===== src/rtl/fetch_inst_buffer_pkg.sv =====
// Shared types for the fetch instruction buffer: the fetch/decode packet and
// the default buffer depth macro.
`ifndef SYS_IBUF_DEPTH
`define SYS_IBUF_DEPTH 8
`endif

package fetch_inst_buffer_pkg;

  typedef struct packed {
    logic        valid;
    logic [31:0] inst;
    logic [31:0] PC;
    logic [31:0] NPC;
    logic        bp_pred_taken;
  } IF_ID_PACKET;

  localparam int IBUF_SLOTS = 3;

  function automatic logic [1:0] popcount3(input logic [2:0] v);
    return 2'({1'b0, v[2]}) + 2'({1'b0, v[1]}) + 2'({1'b0, v[0]});
  endfunction

endpackage


===== src/rtl/ibuf_lead_count.sv =====
// Counts how many slots, starting from bit 2, are valid and not stopped,
// ending at the first slot that fails.
module ibuf_lead_count (
  input  logic [2:0] valid,
  input  logic [2:0] stop,
  output logic [1:0] count
);

  logic [2:0] qual;

  always_comb begin
    qual  = valid & ~stop;
    count = 2'd0;
    if (qual[2]) count = 2'd1;
    if (qual[2] && qual[1]) count = 2'd2;
    if (qual[2] && qual[1] && qual[0]) count = 2'd3;
  end

endmodule


===== src/rtl/fetch_inst_buffer.sv =====
// Circular instruction buffer between fetch and 3-wide dispatch.
// Optional same-cycle bypass when empty is enabled by defining IBUF_BYPASS_EN.
module fetch_inst_buffer
  import fetch_inst_buffer_pkg::*;
#(
  parameter int DEPTH = `SYS_IBUF_DEPTH
) (
  input  logic                   clock,
  input  logic                   reset_n,
  input  logic                   squash,
  input  IF_ID_PACKET [2:0]      fetch_pkts,
  output logic                   fetch_stall,
  output IF_ID_PACKET [2:0]      dispatch_if_pkts,
  input  logic [2:0]             dispatch_stall_mask,
  output logic [$clog2(DEPTH):0] ibuf_count
);

  localparam int PTR_W = $clog2(DEPTH);
  localparam int CNT_W = PTR_W + 1;

  logic [PTR_W-1:0] head_q, head_d;
  logic [PTR_W-1:0] tail_q, tail_d;
  logic [CNT_W-1:0] count_q, count_d;

  IF_ID_PACKET      mem_q   [DEPTH];
  IF_ID_PACKET      wr_data [DEPTH];
  logic [DEPTH-1:0] wr_en;

  logic [1:0]        enq_span, enq_n, deq_raw, deq_n;
  logic [1:0]        enq_store, deq_store, skip, cmp_n;
  logic [2:0]        keep, out_vld;
  logic              enq_ok, bypass_act;
  IF_ID_PACKET [2:0] cmp;
  IF_ID_PACKET [2:0] pres;
  logic [PTR_W-1:0]  rd_idx, wr_idx;

  assign fetch_stall = count_q > CNT_W'(DEPTH - 3);
  assign ibuf_count  = count_q;
  assign enq_ok      = !fetch_stall && !squash;

  // Slot 2 never stops; a taken prediction in an older slot truncates the rest.
  ibuf_lead_count u_enq_lead (
    .valid (3'b111),
    .stop  ({1'b0,
             fetch_pkts[2].valid & fetch_pkts[2].bp_pred_taken,
             fetch_pkts[1].valid & fetch_pkts[1].bp_pred_taken}),
    .count (enq_span)
  );

  always_comb begin
    keep[2] = fetch_pkts[2].valid && (enq_span > 2'd0);
    keep[1] = fetch_pkts[1].valid && (enq_span > 2'd1);
    keep[0] = fetch_pkts[0].valid && (enq_span > 2'd2);
    enq_n   = popcount3(keep);
  end

  // Pack kept packets toward slot 2 so they occupy consecutive entries.
  always_comb begin
    cmp   = '0;
    cmp_n = 2'd0;
    for (int i = 2; i >= 0; i--) begin
      if (keep[i]) begin
        cmp[2'd2 - cmp_n] = fetch_pkts[i];
        cmp_n             = cmp_n + 2'd1;
      end
    end
  end

`ifdef IBUF_BYPASS_EN
  assign bypass_act = (count_q == '0) && !squash;
`else
  assign bypass_act = 1'b0;
`endif

  always_comb begin
    pres   = '0;
    rd_idx = '0;
    for (int k = 0; k < IBUF_SLOTS; k++) begin
      rd_idx        = head_q + PTR_W'(2 - k);
      pres[k]       = mem_q[rd_idx];
      pres[k].valid = (count_q > CNT_W'(2 - k)) && !squash;
    end
    if (bypass_act) pres = cmp;
  end

  assign dispatch_if_pkts = pres;

  always_comb begin
    out_vld = {pres[2].valid, pres[1].valid, pres[0].valid};
  end

  ibuf_lead_count u_deq_lead (
    .valid (out_vld),
    .stop  (dispatch_stall_mask),
    .count (deq_raw)
  );

  assign deq_n = squash ? 2'd0 : deq_raw;

  // Bypassed packets consumed by dispatch never touch storage.
  always_comb begin
    if (bypass_act) begin
      skip      = deq_n;
      enq_store = enq_n - deq_n;
      deq_store = 2'd0;
    end else begin
      skip      = 2'd0;
      enq_store = enq_ok ? enq_n : 2'd0;
      deq_store = deq_n;
    end
  end

  always_comb begin
    wr_en   = '0;
    wr_data = '{default: '0};
    wr_idx  = '0;
    for (int j = 0; j < IBUF_SLOTS; j++) begin
      if (j < int'(enq_store)) begin
        wr_idx          = tail_q + PTR_W'(j);
        wr_en[wr_idx]   = 1'b1;
        wr_data[wr_idx] = cmp[2'(2 - int'(skip) - j)];
      end
    end
  end

  always_comb begin
    head_d  = head_q + PTR_W'(deq_store);
    tail_d  = tail_q + PTR_W'(enq_store);
    count_d = count_q - CNT_W'(deq_store) + CNT_W'(enq_store);
    if (squash) begin
      head_d  = '0;
      tail_d  = '0;
      count_d = '0;
    end
  end

  always_ff @(posedge clock or negedge reset_n) begin
    if (!reset_n) begin
      head_q  <= '0;
      tail_q  <= '0;
      count_q <= '0;
    end else begin
      head_q  <= head_d;
      tail_q  <= tail_d;
      count_q <= count_d;
    end
  end

  always_ff @(posedge clock) begin
    for (int e = 0; e < DEPTH; e++) begin
      if (wr_en[e]) mem_q[e] <= wr_data[e];
    end
  end

endmodule

===== config.mk =====
export PLATFORM = sky130hd
export DESIGN_NAME = fetch_inst_buffer
export DESIGN_NICKNAME = d
export VERILOG_FILES = /design/src/rtl/fetch_inst_buffer_pkg.sv /design/src/rtl/ibuf_lead_count.sv /design/src/rtl/fetch_inst_buffer.sv
export SDC_FILE = /design/constraint.sdc
export NUM_CORES = 2
export LEC_CHECK = 0
export ABC_AREA = 1
export CORE_MARGIN = 10
export CORE_UTILIZATION = 45
export CTS_CLUSTER_SIZE = 16
export DETAILED_ROUTE_END_ITERATION = 8
export PLACE_DENSITY = 0.72
export SYNTH_ARGS = -nofsm -noshare
export SYNTH_HDL_FRONTEND = slang
export SYNTH_SLANG_ARGS = --single-unit

===== constraint.sdc =====
create_clock -name clock -period 9.1 [get_ports clock]
set_clock_uncertainty 0.15 [all_clocks]
set_input_delay 1.82 -clock clock [delete_from_list [all_inputs] [get_ports clock]]
set_output_delay 1.82 -clock clock [all_outputs]
set_load 0.02 [all_outputs]

# After elaboration in Yosys (flattened, before gate mapping)
# Memories as Yosys holds them, arrays and structs flattened.
# Cells that the tools add are included.
# Widths: inputs -> output; s select.
# word_totals
reg_bits	10
ram_bits	784
inputBits	300
output_inout_bits	299
wordCells	137
n_memories	1
# op_classes
add_sub_neg	13
magnitude_cmp	24
muxes	63
n_bitwise	10
reduce_logical	23
# memory_table
name	words	width	read_ports	rd_clocked_by_memory_dff	wr	line	source
mem_q	8	98	3	0	5	fetch_inst_buffer.sv:25	IF_ID_PACKET mem_q [DEPTH];
# ops
op	n
$mux 784	2
$and 784x784->784	1
$bwmux 784	1
$mux 98	8
$bwmux 294	2
$demux 98 s3	2
$demux 98 s2	2
$mux 294	1
$reduce_or 98->1	3
$mux 196	1
$mux 1	25
$mux 8	3
$logic_and 1x1->1	18
$or 8x8->8	2
$mux 3	5
$mux 2	7
$lt 3x4->1 const B	3
$demux 1 s3	3
$ge 3x1->1 const B	3
$ge 4x4->1 const B	2
$gt 4x1->1 const B	2
$lt 4x1->1 const B	2
$not 3->4	2
$add 3x1->3 const B	2
other kinds (22)	31

# Depth between registers and ports, before layout
# logic_depth
ltp_word	22
mapped_depth	16
mapped_depth_nobuf	16

# Cells and area by module
# A second synthesis with hierarchy kept.
# hier_totals
cells_unflattened	7085
hier_area_um2	52592.9
# modules_own_cells
module	n_inst	cells_each	area_each_um2	seq_area_each_um2
fetch_inst_buffer	1	7069	52517.9	23552.6
ibuf_lead_count	2	8	37.5	0.0

# Worst setup path before layout
# Ideal clock, no wire load.
# synth_timing
path_kind	input-to-reg
startpoint	input fetch_pkts[195] (netlist bit)
endpoint	memory mem_q[0][0] (netlist bit), enable pin
setup_time_ns	0.578
arrival_ns	8.164
t_required_ns	8.372
path_slack_ns	0.208
stages	9
path_buffers	3
cell_sequence	buf_2 buf_2 buf_2 and2_1 inv_1 fa_1 inv_1 nand4_1 o211ai_1
# synth_rtl
item	line	source
start, declared	fetch_inst_buffer.sv:11	input IF_ID_PACKET [2:0] fetch_pkts,
end, declared	fetch_inst_buffer.sv:25	

==> flow_summary.json <==
{
  "status": "finished clean",
  "worst_pin_slew_ps": 1300,
  "critPathMaxFanout": 243,
  "postRouteAntennaNets": 0,
  "comb_power_share": 0.485,
  "netlist_instances": 7789,
  "cts_tree": "yes",
  "grt_max_degree": 278,
  "antenna_found_initial": 5,
  "powerDensity_nw_per_um2": 249,
  "core-area_sq_um": 120000,
  "async_flop_share": 0.0127,
  "cp-startpoint": "head_q[0]",
  "hp-class": "reg -> reg",
  "synth_ff_type": "edfxtp_1",
  "r2r-start": "ibuf_count[3]",
  "clkPwrFrac": 0.224,
  "critPathBufInv": 4,
  "yosys_warnings": 0,
  "clk_transition_reported_paths_ps": 60,
  "root_buffer": "clkbuf_16",
  "path_delay_family": "buffers and inverters",
  "cp_cell_sequence": "buf_12, buf_4, o21ai_0, o21ai_1, inv_1, o21ai_1, clkdlybuf4s50_1",
  "htreeDepth": 3,
  "maxCapViolCount": 0,
  "dp_hpwl_mm": 120,
  "slowest_stage": "buf_4",
  "row_count": 127,
  "synth_common_cells": "nand2_1 (3,432), nand3_1 (880), edfxtp_1 (776), o21ai_0 (556), o21ai_1 (323)",
  "vias_per_cell": 5.96,
  "wl_per_cell_um": 23.1,
  "postSynthAreaPerCell_sq_um": 6.98,
  "r2r_slack_ps": 4980,
  "fmax_mhz": 149,
  "crit_path_end_kind": "primary output",
  "p_sw_frac": 0.433,
  "place_congestion": 0.840,
  "grt_remaining_overflow": 0,
  "syn2layout_area_growth_pct": 14.1,
  "io_buffers": 502,
  "cts-resized-gates": 0,
  "p_int_uw": 8760,
  "synth-edff-count": 776,
  "path_class": "reg -> out",
  "die_h_um": 368,
  "p_sw_uw": 6700,
  "drtIter0Drc": 8488,
  "setup_violations": 0,
  "drc_errors": 0,
  "grt_pass1_wl_mm": 320,
  "die_area_sq_um": 135000,
  "period_needed_ps": 6730,
  "final_max_slew_viol_count": 0,
  "slew_headroom": 0.133,
  "slowest_delay_ps": 1000,
  "ios": 599,
  "p_leak_uw": 0.0250,
  "ys_top_cells_by_area": "edfxtp_1 (43%), nand2_1 (24%), nand3_1 (8.1%)",
  "setup_tns_ps": 0,
  "detailroute.via_count": 56700,
  "endpoint": "dispatch_if_pkts[104]",
  "grt_setup_unrepaired": "false",
  "post_dp_cell_area_sq_um": 59400,
  "cp.depth": 7,
  "start_util": 0.453,
  "synth_area_leader_cell": "edfxtp_1",
  "ys_seq_area_frac": 0.433,
  "grt_pass1_vias": 52300,
  "drt_wl_total_mm": 220,
  "cpMostUsedCell": "o21ai_1",
  "vdd_drop_max_mv": 0.197,
  "synth_area_sq_um": 54400,
  "yosysMostFrequentCell": "nand2_1",
  "gr-usage-all-layers": 0.308,
  "post-cts-setup-buffer-count": 0,
  "cts_buffer_depth": 3,
  "r2r-end": "mem_q[7][83]",
  "synth.distinct_cells": 33,
  "hold_viol": 0,
  "cts_made_buffers": 88,
  "maxUsedRoutingLayer": "met5",
  "clock_latency_ps": 670,
  "synth-seq-cells": 786,
  "nets": 8150,
  "cts.sinks": 786,
  "critical_path_required_ps": 7130,
  "crit_path_start_kind": "flop",
  "cts.hold.buffers_added": 0,
  "final.period_utilization": 0.740,
  "wl_met3_mm": 31.0,
  "dr.pass1.iters": 8,
  "drive_gt1_frac": 0.0435,
  "stdcell_area_sq_um": 62100,
  "die_w_um": 368,
  "synth.top_cell.area_share": 0.428,
  "wl_met1_mm": 80.1,
  "worstPathArrival_ps": 4760,
  "syn_nets": 8106,
  "power_frac_seq": 0.291,
  "r2r.worst_path.cells": 9,
  "wl_met2_mm": 97.1
}
[how the worst min path moves through the flow]
stage                              from            end  cells past startpoint
after detailed placement  ibuf_count[3]  ibuf_count[3]                      3
after global routing      ibuf_count[3]  ibuf_count[3]                      3
after global placement    ibuf_count[0]  ibuf_count[0]                      3
after floorplan               head_q[2]      head_q[2]                      3
final                     ibuf_count[3]  ibuf_count[3]                      3
after CTS                 ibuf_count[3]  ibuf_count[3]                      3
[worst min-delay path: cells and delay by family (launching register included)]
kind / cells / cell delay, ps
buf+inv: 1 / 110
fa+ha+maj: 1 / 150
flops: 1 / 410
compound gates: 1 / 60
[placed cells by master (no fill, tap or decap), types with 89 or more instances in the layout]
cell             instances
nand2_1               3432
nand3_1                880
edfxtp_1               776
o21ai_0                556
clkdlybuf4s50_1        501
o21ai_1                323
inv_1                  321
nor2_1                 301
a21oi_1                198
nand4_1                195
o21ai_2                 93
clkbuf_16               89
[registers in the layout, indices dropped and copies added (netlist names)]
| name | cells |
|---|---|
| head_q | 3 |
| mem_q | 776 |
| ibuf_count | 4 |
| tail_q | 3 |
[power groups by stage]
stage	clock [uW]	sequential [uW]	combinational (uW)
3_3_place_gp	0	4560	7240
4_1_cts	3460	4500	7380
3_5_place_dp	0	4580	7350
6_report	3460	4510	7500
2_1_floorplan	0	4600	4260
5_1_grt	3600	4540	7990
[per-layer routing]
layer	GRT usage	vias up
met5	0	-
li1	-	25900
met2	0.482	4280
met1	0.399	25700
met3	0.0659	790
met4	0.161	4
[cell type report]
type / instances / area, sq um
fillers: 11200 / 57900
clock buffers: 108 / 2300
inverters: 328 / 1250
multi-input cells: 6041 / 26600
repair buffers: 588 / 5960
well taps: 1612 / 2020
diodes: 2 / 5.00
clock inverters: 51 / 389
flip-flops and latches: 786 / 23600
[metrics by stage]
stage / total power, uW / utilization / std cells / worst slack (ps) / hold WS, ps
final: 15500 / 0.517 / 9516 / 2370 / 620
after global routing: 16100 / 0.517 / 9514 / 2140 / 676
after CTS: 15300 / 0.517 / 9514 / 2520 / 625
after detailed placement: 11900 / 0.495 / 9355 / 2390 / 614
after global placement: 11800 / 0.495 / 9355 / 2510 / 578
after floorplan: 8860 / - / 7789 / 208 / 446
[cell families (layout without fill, tap and decap cells)]
| logic type | count (synthesis) | count (layout) | synth area share |
|---|---|---|---|
| other cells | 0 | 2 | 0 |
| xor+xnor | 3 | 3 | 0.000483 |
| compound gates | 1179 | 1179 | 0.115 |
| buf+inv | 962 | 1075 | 0.0796 |
| simple gates | 4842 | 4842 | 0.367 |
| flops | 786 | 786 | 0.433 |
| fa+ha+maj | 17 | 17 | 0.00460 |
Power figures use the tool's default switching activity.
